`src/rtl/pe_pkg.sv`:
```
`default_nettype none
// ============================================================================
//  Module      : pe_pkg
//  Description : Shared definitions for the processing-element datapath:
//                sequencer state encodings, default memory bases and word
//                width, plus a counter-width helper.
//  Config      : none
//  Revision    : 1.0 - initial release
// ============================================================================
package pe_pkg;

    // Sequencer states shared by the im2col / col2im passes
    typedef enum logic [1:0] {
        ST_IDLE  = 2'd0,
        ST_RUN   = 2'd1,
        ST_FLUSH = 2'd2,
        ST_DONE  = 2'd3
    } state_e;

    localparam logic [31:0] OUTPUT_BASE_DEFAULT = 32'h0000_3000;
    localparam logic [31:0] FMAP_BASE_DEFAULT   = 32'h0000_4000;
    localparam int          DATA_WIDTH_DEFAULT  = 32;

    // Counter width able to hold 0..n-1, never narrower than one bit
    function automatic int cnt_width(input int n);
        return (n > 1) ? $clog2(n) : 1;
    endfunction

endpackage : pe_pkg
`default_nettype wire

```
`src/rtl/col2im_addr_gen.sv`:
```
`default_nettype none
// ============================================================================
//  Module      : col2im_addr_gen
//  Description : Nested pixel/filter counters for the col2im pass. Produces
//                the source read address (row-major result matrix) and the
//                destination address (channel-major feature map) for the
//                current (p,f), and flags the last issue of a pass.
//  Config      : none
//  Revision    : 1.0 - initial release
// ============================================================================
module col2im_addr_gen
    import pe_pkg::*;
#(
    parameter int                    IMG_H       = 5,
    parameter int                    IMG_W       = 5,
    parameter int                    FILTER_NUM  = 7,
    parameter int                    ADDR_WIDTH  = 32,
    parameter logic [ADDR_WIDTH-1:0] OUTPUT_BASE = ADDR_WIDTH'(OUTPUT_BASE_DEFAULT),
    parameter logic [ADDR_WIDTH-1:0] FMAP_BASE   = ADDR_WIDTH'(FMAP_BASE_DEFAULT)
) (
    input  logic                  clk,
    input  logic                  rst,
    input  logic                  clear,
    input  logic                  advance,
    output logic [ADDR_WIDTH-1:0] addr_rd,
    output logic [ADDR_WIDTH-1:0] dest_addr,
    output logic                  last_issue
);

    localparam int M  = IMG_H * IMG_W;
    localparam int K  = FILTER_NUM;
    localparam int PW = cnt_width(M);
    localparam int FW = cnt_width(K);

    localparam logic [PW-1:0] P_LAST = PW'(M - 1);
    localparam logic [FW-1:0] F_LAST = FW'(K - 1);
    localparam logic [ADDR_WIDTH-1:0] K_A = ADDR_WIDTH'(K);
    localparam logic [ADDR_WIDTH-1:0] M_A = ADDR_WIDTH'(M);

    logic [PW-1:0] p_q, p_d;
    logic [FW-1:0] f_q, f_d;
    logic [ADDR_WIDTH-1:0] p_ext;
    logic [ADDR_WIDTH-1:0] f_ext;

    // Next counter values: f is inner and wraps into p; the counters park on
    // the final (p,f) so the read address is held once the pass ends
    always_comb begin
        p_d = p_q;
        f_d = f_q;
        if (clear) begin
            p_d = '0;
            f_d = '0;
        end else if (advance && !last_issue) begin
            if (f_q == F_LAST) begin
                f_d = '0;
                p_d = p_q + 1'b1;
            end else begin
                f_d = f_q + 1'b1;
            end
        end
    end

    // Counter registers
    always_ff @(posedge clk) begin
        if (rst) begin
            p_q <= '0;
            f_q <= '0;
        end else begin
            p_q <= p_d;
            f_q <= f_d;
        end
    end

    // Address arithmetic carried out at full address width
    always_comb begin
        p_ext      = ADDR_WIDTH'(p_q);
        f_ext      = ADDR_WIDTH'(f_q);
        addr_rd    = OUTPUT_BASE + p_ext * K_A + f_ext;
        dest_addr  = FMAP_BASE + f_ext * M_A + p_ext;
        last_issue = (p_q == P_LAST) && (f_q == F_LAST);
    end

endmodule : col2im_addr_gen
`default_nettype wire

```
`src/rtl/col2im.sv`:
```
`default_nettype none
// ============================================================================
//  Module      : col2im
//  Description : Inverse of im2col. Streams the M x K result matrix from
//                OUTPUT_BASE and rewrites it channel-major [filter][h][w] at
//                FMAP_BASE, one read issued and one write retired per cycle.
//  Config      : COL2IM_RELU_EN - when defined, negative words are written
//                as zero (signed ReLU on the write path).
//  Revision    : 1.0 - initial release
// ============================================================================
module col2im
    import pe_pkg::*;
#(
    parameter int                    IMG_H       = 5,
    parameter int                    IMG_W       = 5,
    parameter int                    FILTER_NUM  = 7,
    parameter int                    DATA_WIDTH  = DATA_WIDTH_DEFAULT,
    parameter int                    ADDR_WIDTH  = 32,
    parameter logic [ADDR_WIDTH-1:0] OUTPUT_BASE = ADDR_WIDTH'(OUTPUT_BASE_DEFAULT),
    parameter logic [ADDR_WIDTH-1:0] FMAP_BASE   = ADDR_WIDTH'(FMAP_BASE_DEFAULT)
) (
    input  logic                  clk,
    input  logic                  rst,
    input  logic                  start,
    input  logic [DATA_WIDTH-1:0] data_rd,
    output logic [ADDR_WIDTH-1:0] addr_rd,
    output logic [ADDR_WIDTH-1:0] addr_wr,
    output logic [DATA_WIDTH-1:0] data_wr,
    output logic                  mem_wr_en,
    output logic                  busy,
    output logic                  done
);

    state_e                  state_q, state_d;
    logic                    wr_valid_q, wr_valid_d;
    logic [ADDR_WIDTH-1:0]   addr_wr_q, addr_wr_d;
    logic                    cnt_clear;
    logic                    cnt_advance;
    logic                    last_issue;
    logic [ADDR_WIDTH-1:0]   dest_addr;
    logic [DATA_WIDTH-1:0]   data_relu;

    col2im_addr_gen #(
        .IMG_H       (IMG_H),
        .IMG_W       (IMG_W),
        .FILTER_NUM  (FILTER_NUM),
        .ADDR_WIDTH  (ADDR_WIDTH),
        .OUTPUT_BASE (OUTPUT_BASE),
        .FMAP_BASE   (FMAP_BASE)
    ) u_addr_gen (
        .clk        (clk),
        .rst        (rst),
        .clear      (cnt_clear),
        .advance    (cnt_advance),
        .addr_rd    (addr_rd),
        .dest_addr  (dest_addr),
        .last_issue (last_issue)
    );

    // Sequencer: start is only honoured from IDLE or DONE; RUN issues one
    // read per cycle and FLUSH retires the last in-flight write
    always_comb begin
        state_d     = state_q;
        cnt_clear   = 1'b0;
        cnt_advance = 1'b0;
        case (state_q)
            ST_IDLE, ST_DONE: begin
                if (start) begin
                    state_d   = ST_RUN;
                    cnt_clear = 1'b1;
                end
            end
            ST_RUN: begin
                cnt_advance = 1'b1;
                if (last_issue) begin
                    state_d = ST_FLUSH;
                end
            end
            ST_FLUSH: begin
                state_d = ST_DONE;
            end
            default: begin
                state_d = ST_IDLE;
            end
        endcase
    end

    // Write pipeline capture: every RUN cycle's read becomes next cycle's write
    always_comb begin
        wr_valid_d = (state_q == ST_RUN);
        addr_wr_d  = wr_valid_d ? dest_addr : addr_wr_q;
    end

    // State and write-pipeline registers
    always_ff @(posedge clk) begin
        if (rst) begin
            state_q    <= ST_IDLE;
            wr_valid_q <= 1'b0;
            addr_wr_q  <= '0;
        end else begin
            state_q    <= state_d;
            wr_valid_q <= wr_valid_d;
            addr_wr_q  <= addr_wr_d;
        end
    end

    // Optional ReLU on the write path; latency is unaffected either way
    always_comb begin
`ifdef COL2IM_RELU_EN
        data_relu = data_rd[DATA_WIDTH-1] ? '0 : data_rd;
`else
        data_relu = data_rd;
`endif
    end

    // Outputs; the write strobe is gated by rst so a reset cycle never commits
    always_comb begin
        mem_wr_en = wr_valid_q & ~rst;
        addr_wr   = addr_wr_q;
        data_wr   = wr_valid_q ? data_relu : '0;
        busy      = (state_q == ST_RUN) || (state_q == ST_FLUSH);
        done      = (state_q == ST_DONE);
    end

endmodule : col2im
`default_nettype wire
```
`config.mk`:
```
export PLATFORM = sky130hd
export DESIGN_NAME = col2im
export DESIGN_NICKNAME = d
export VERILOG_FILES = /design/src/rtl/pe_pkg.sv /design/src/rtl/col2im_addr_gen.sv /design/src/rtl/col2im.sv
export SDC_FILE = /design/constraint.sdc
export NUM_CORES = 1
export LEC_CHECK = 0
export CAP_MARGIN = 0
export CELL_PAD_IN_SITES_DETAIL_PLACEMENT = 1
export CELL_PAD_IN_SITES_GLOBAL_PLACEMENT = 1
export CORE_AREA = 10 10 138 89
export DETAILED_ROUTE_END_ITERATION = 6
export DIE_AREA = 0 0 148 99
export HOLD_SLACK_MARGIN = 0.08
export PLACE_DENSITY = 0.88
export SYNTH_ARGS = -nofsm -noshare
export SYNTH_HDL_FRONTEND = slang
export SYNTH_SLANG_ARGS = --single-unit
```
`constraint.sdc`:
```
create_clock -name clk -period 3.3 [get_ports clk]
set_input_delay 0.66 -clock clk [delete_from_list [all_inputs] [get_ports clk]]
set_output_delay 0.66 -clock clk [all_outputs]
set_load 0.02 [all_outputs]
```
=== After elaboration in Yosys (flattened, before gate mapping) ===
Cells that the tools add are included.

* Flip-flop bits (word level): 43
* Input bits: 35
* Output and inout bits: 99
* Word-level logic and storage cells: 39

* Add/sub/neg operators: 6
* $mul: 2
* Equal/unequal tests: 7
* Muxes and demuxes: 8
* Bitwise operators: 2
* Reduce and logical (&&, ||, !) cells: 9

{| class="wikitable"
|+ Operator list
! cell !! number
|-
| adder 32 x 3 -> 32 bit || 1
|-
| adder 32 x 5 -> 32 bit || 1
|-
| 2-to-1 mux 32 bit || 1
|-
| adder 15 x 8 -> 16 bit, first input constant || 1
|-
| adder 14 x 8 -> 15 bit, first input constant || 1
|-
| multiplier 3 x 5 -> 8 bit, second input constant || 1
|-
| multiplier 5 x 3 -> 8 bit, second input constant || 1
|-
| one-hot mux 2 bit (3 select lines) || 1
|-
| adder 5 x 1 -> 5 bit, second input constant || 1
|-
| equality test 5 bit, second input constant || 1
|-
| equality test 2 bit, second input constant || 2
|-
| 2-to-1 mux 2 bit || 2
|-
| AND reduction 2 bit || 2
|-
| OR reduction 2 bit || 2
|-
| adder 3 x 1 -> 3 bit, second input constant || 1
|-
| equality test 3 bit, second input constant || 1
|-
| 2-to-1 mux 1 bit || 3
|-
| 2-to-1 mux 3 bit || 1
|-
| equality test 2 x 1 -> 1 bit, second input constant || 1
|-
| logical AND 1 bit || 2
|-
| zero test 2 bit || 1
|-
| != test 2 x 1 -> 1 bit, second input constant || 1
|-
| != test 2 bit, second input constant || 1
|-
| bitwise AND 1 bit || 1
|-
| other kinds (3) || 3
|}

=== Logic depth before layout (Yosys ltp) ===
* Depth in word-level cells: 5
* Mapped depth: 10
* Gate-level depth less buffers: 10

=== By module ===
Synthesis repeated with hierarchy kept, for this count alone.

* Cell total of the unflattened synthesis: 358
* Area, all modules: 3186.8 µm²

{| class="wikitable"
|+ By module, submodules not included
! module !! times used !! cells each !! area each (µm²) !! sequential area each (µm²)
|-
| col2im_addr_gen || 1 || 199 || 1662.8 || 160.2
|-
| col2im || 1 || 159 || 1524.0 || 700.7
|}

=== Least setup slack after synthesis ===
No wires, ideal clock.

* Path type: reg-to-output
* From: register u_addr_gen.p_q[1]
* To: output addr_rd[8]
* Data arrival time: 3.004 ns
* Slack: -0.364 ns
* Cell stages (with the launch flop): 10
* Buffers on the path: 0
* Cells stage by stage: dfxtp_1 > inv_1 > fa_1 > inv_1 > ha_1 > ha_1 > fa_1 > xor2_1 > nand4b_1 > o31ai_1

* Word-level cells in the longest chain between the ends: 3

{| class="wikitable"
|+ Ends and longest elaborated chain
! item !! line !! text
|-
| from (decl) || col2im_addr_gen.sv:40 || <nowiki>logic [PW-1:0] p_q, p_d;</nowiki>
|-
| from (signal assigned) || col2im_addr_gen.sv:69 || <nowiki>p_q <= p_d;</nowiki>
|-
| multiplier 5 x 3 -> 8 bit || col2im_addr_gen.sv:78 || <nowiki>addr_rd = OUTPUT_BASE + p_ext * K_A + f_ext;</nowiki>
|-
| adder 14 x 8 -> 15 bit || col2im_addr_gen.sv:78 ||
|-
| adder 32 x 3 -> 32 bit || col2im_addr_gen.sv:78 ||
|-
| to (decl) || col2im.sv:26 || <nowiki>output logic [ADDR_WIDTH-1:0] addr_rd,</nowiki>
|}

No other way between the ends.

=== Worst setup path in the final report ===
* From: register u_addr_gen.p_q[1]
* To: output addr_rd[7]

Same word-level chain as after synthesis.

==> results.md <==
* Status: finished, violations left
* Failing checks: setup timing
* Fmax at 271.2 MHz
* Vias at around 2,300
* First-pass GRT wire length at 14,430 µm
* Synth Register Bits at 22
* Post-layout util at 37.47%
* Final period util at 111.7%
* Port bufs at between 80 and 90
* Synth Warn # at 0
* DRC violations left at 0
* Vias in the first global route at around 2,500
* Synth top area cells: dfxtp_1 18%, ha_1 17%, buf_4 14%
* Power Density at 385.7 mW/mm²
* TritonCTS clock tree: built
* Worst-path fanout max at 5
* Synth unique cells at between 40 and 50
* H-tree level count at 1
* Avg Cell Area, Syn at 8.278 µm²
* Max-Cap Viols at 0
* Maximum vdd ir drop at 0.2587 mV
* Worst Hold Class: reg -> reg
* Highest Signal Layer: met4
* Final Setup Violations at 4
* Largest net degree at the start of global routing at 34
* Die Y at 99 µm
* Worst Path Required at 2.64 ns
* Synth top area share at 18.41%
* Synth-to-layout area growth at 52.56%
* Leak Pwr at 1.665 nW
* Post-synth ARST share at 0%
* Cts bufs inserted at 3
* Mapped cell area at between 0.002 and 0.0025 mm²
* Met1 wire length at 3890 µm
* Post-Synthesis Cells at 289
* Slew @ Worst Pin at 0.7402 ns
* Dpl cells at 522
* Setup CP Type: reg -> out
* Routed WL per cell at 17.44 µm
* Sequential area share after synthesis at 18.41%
* Diodes inserted at 0
* Fillcell total at ~1,200
* Met2 wire len at 4491 µm
* Min Clock Period, post-route at about 3.7 ns
* Yosys top cell by area: dfxtp_1
* CTS Buffer Depth at 2
* Clock Sink Count at 22
* Final WS setup at -0.3876 ns
* Final Instance Area at 0.003650 mm²
* Crit start category: flip-flop
* Crit path DAT at 3.03 ns
* Placed instance area at 0.003452 mm²
* Root Buffer: clkbuf_16
* Critical path endpoint category: primary output
* Routed Antenna Nets at 0
* GP Congestion at 0.8215
* Rel. slew slack at 50.58%
* Post-synth top flop: dfxtp_1
* Layout Skew at 0.004475 ns
* DP Wirelength at between 7000 and 8000 µm
* Post-synth EDFFs at 0
* DRT iter0 DRCs at 75
* Total gr overflow at 0
* Core ar. at 0.009739 mm²
* Die area at 0.01465 mm²
* Endpoints failing hold at 0
* Via density at 4.325
* Initial Util at 24.56%
* Drt pass-1 iters at 4
* Met3 routed wirelength at 795 µm
* RSZ-0062 raised after global routing: yes
* Gr usage total at 12.14%
* Wirelength, routed at between 9000 and 10,000 µm
* Hold WS at 0.4737 ns
* Ratio of cells with drive above 1 in the final layout at around 16%
* Finished Layout Cells at 533
* Hold-fix buffers at CTS at 0
* IO Pins at ~130
* Final net count at 473
* Num rows at 28
* Final Max Slew Viols at 0
* Die X at 148 µm
* Clock slew at reported path FFs at 0.06 ns
* Clock Latency Late Sink at 0.26 ns
* Initial antenna violation count at 0
synth_stat cells, types with 3 or more instances:
| cell | n |
|---|---|
| buf_4 | 45 |
| and2_1 | 34 |
| ha_1 | 32 |
| dfxtp_1 | 22 |
| inv_1 | 19 |
| nor2_1 | 17 |
| a21oi_1 | 13 |
| nand2_1 | 10 |
| nand3_1 | 8 |
| xnor2_1 | 8 |
| fa_1 | 7 |
| clkbuf_1 | 6 |
| o21ai_0 | 6 |
| xor2_1 | 5 |
| a211oi_1 | 4 |
| a21o_1 | 4 |
| o21a_1 | 4 |
| mux2i_1 | 3 |
| nor2b_1 | 3 |
| nor3_1 | 3 |
| or3_1 | 3 |
registers in the layout, summed over array words and instances, names as in the netlist:
name / flops
u_addr_gen.f_q: 3
addr_wr: 11
state_q: 2
wr_valid_q: 1
u_addr_gen.p_q: 5
cells by family after synthesis:
logic type	count (synthesis)	share of synthesized area (%)
xor+xnor	13	4.759
buf+inv	73	18.62
simple gates	90	20.71
other cells	2	0.3139
flops	22	18.41
compound gates	47	13.34
mux	3	1.255
fa+ha+maj	39	22.59
power by group:
group / internal [W] / switching (W) / total (W)
registers: 0.000309 / 0.0000504 / 0.000360
clock network: 0.000165 / 0.000109 / 0.000274
logic: 0.000334 / 0.000441 / 0.000774
total: 0.000808 / 0.000600 / 0.00141
worst max-delay path: stages, from the launching register on:
cell,delay [ns]
dfxtp_4,0.35
buf_4,0.16
fa_1,0.44
ha_4,0.27
ha_4,0.16
fa_2,0.41
a21o_1,0.18
a21oi_2,0.17
xor2_2,0.20
buf_4,0.15
xnor2_2,0.10
buf_4,0.17
layout by cell type, fill, tap and decap left out, drive strengths merged, types with 2 or more instances in the layout:
cell and count:
clkdlybuf4s50 82, conb 44, and2 34, buf 32, ha 32, dfxtp 22
inv 20, nor2 17, a21oi 13, nand2 10, nand3 8, xnor2 8
o21ai 8, fa 7, o21a 5, clkbuf 5, xor2 5, a21o 4
a211oi 4, nor2b 4, or3 3, nor3 3, mux2i 3, nand2b 2
a211o 2, a31oi 2, a311oi 2, nand3b 2, nand4 2, a2111oi 2
worst paths after layout:
kind | start | end | slack [ns] | cells past startpoint
worst min-delay path | addr_wr[4] | addr_wr[4] | 0.47 | 2
worst max register to register | u_addr_gen.f_q[1] | addr_wr[7] | 0.81 | 9
worst max-delay path | u_addr_gen.p_q[1] | addr_rd[7] | -0.39 | 11
worst min register to register | addr_wr[4] | addr_wr[4] | 0.47 | 2
stage by stage:
stage | total power, W | setup slack [ns] | setup TNS, ns
2_1_floorplan | 0.0008369 | 0.004810 | 0
3_3_place_gp | 0.001111 | -0.5290 | -1.949
3_5_place_dp | 0.001141 | -0.6582 | -2.535
4_1_cts | 0.001420 | -0.3613 | -0.9524
5_1_grt | 0.001502 | -0.4533 | -1.354
6_report | 0.001408 | -0.3876 | -1.065
repair_timing:
item                                    4_1_cts  5_1_grt
endpoints found under the setup margin        7        6
buffers inserted                              6        1
gates resized for setup                      37       11
pin swaps                                    11        3
area by class of cell:
| type | instances | area, µm² | area share (%) |
|---|---|---|---|
| inverter | 20 | 77.57 | 2.125 |
| sequential | 22 | 446.7 | 12.24 |
| tap | 135 | 168.9 | 4.628 |
| multi-input combinational | 236 | 1792 | 49.09 |
| timing repair buffer | 116 | 1086 | 29.76 |
| clock buffer | 4 | 78.83 | 2.160 |
routing by layer:
metal,vias up,track usage [%]
met5,-,0
met4,0,2.428
met3,13,4.292
met2,97,21.59
met1,1104,13.76
li1,1091,-
(Power assumes the default switching activity.)
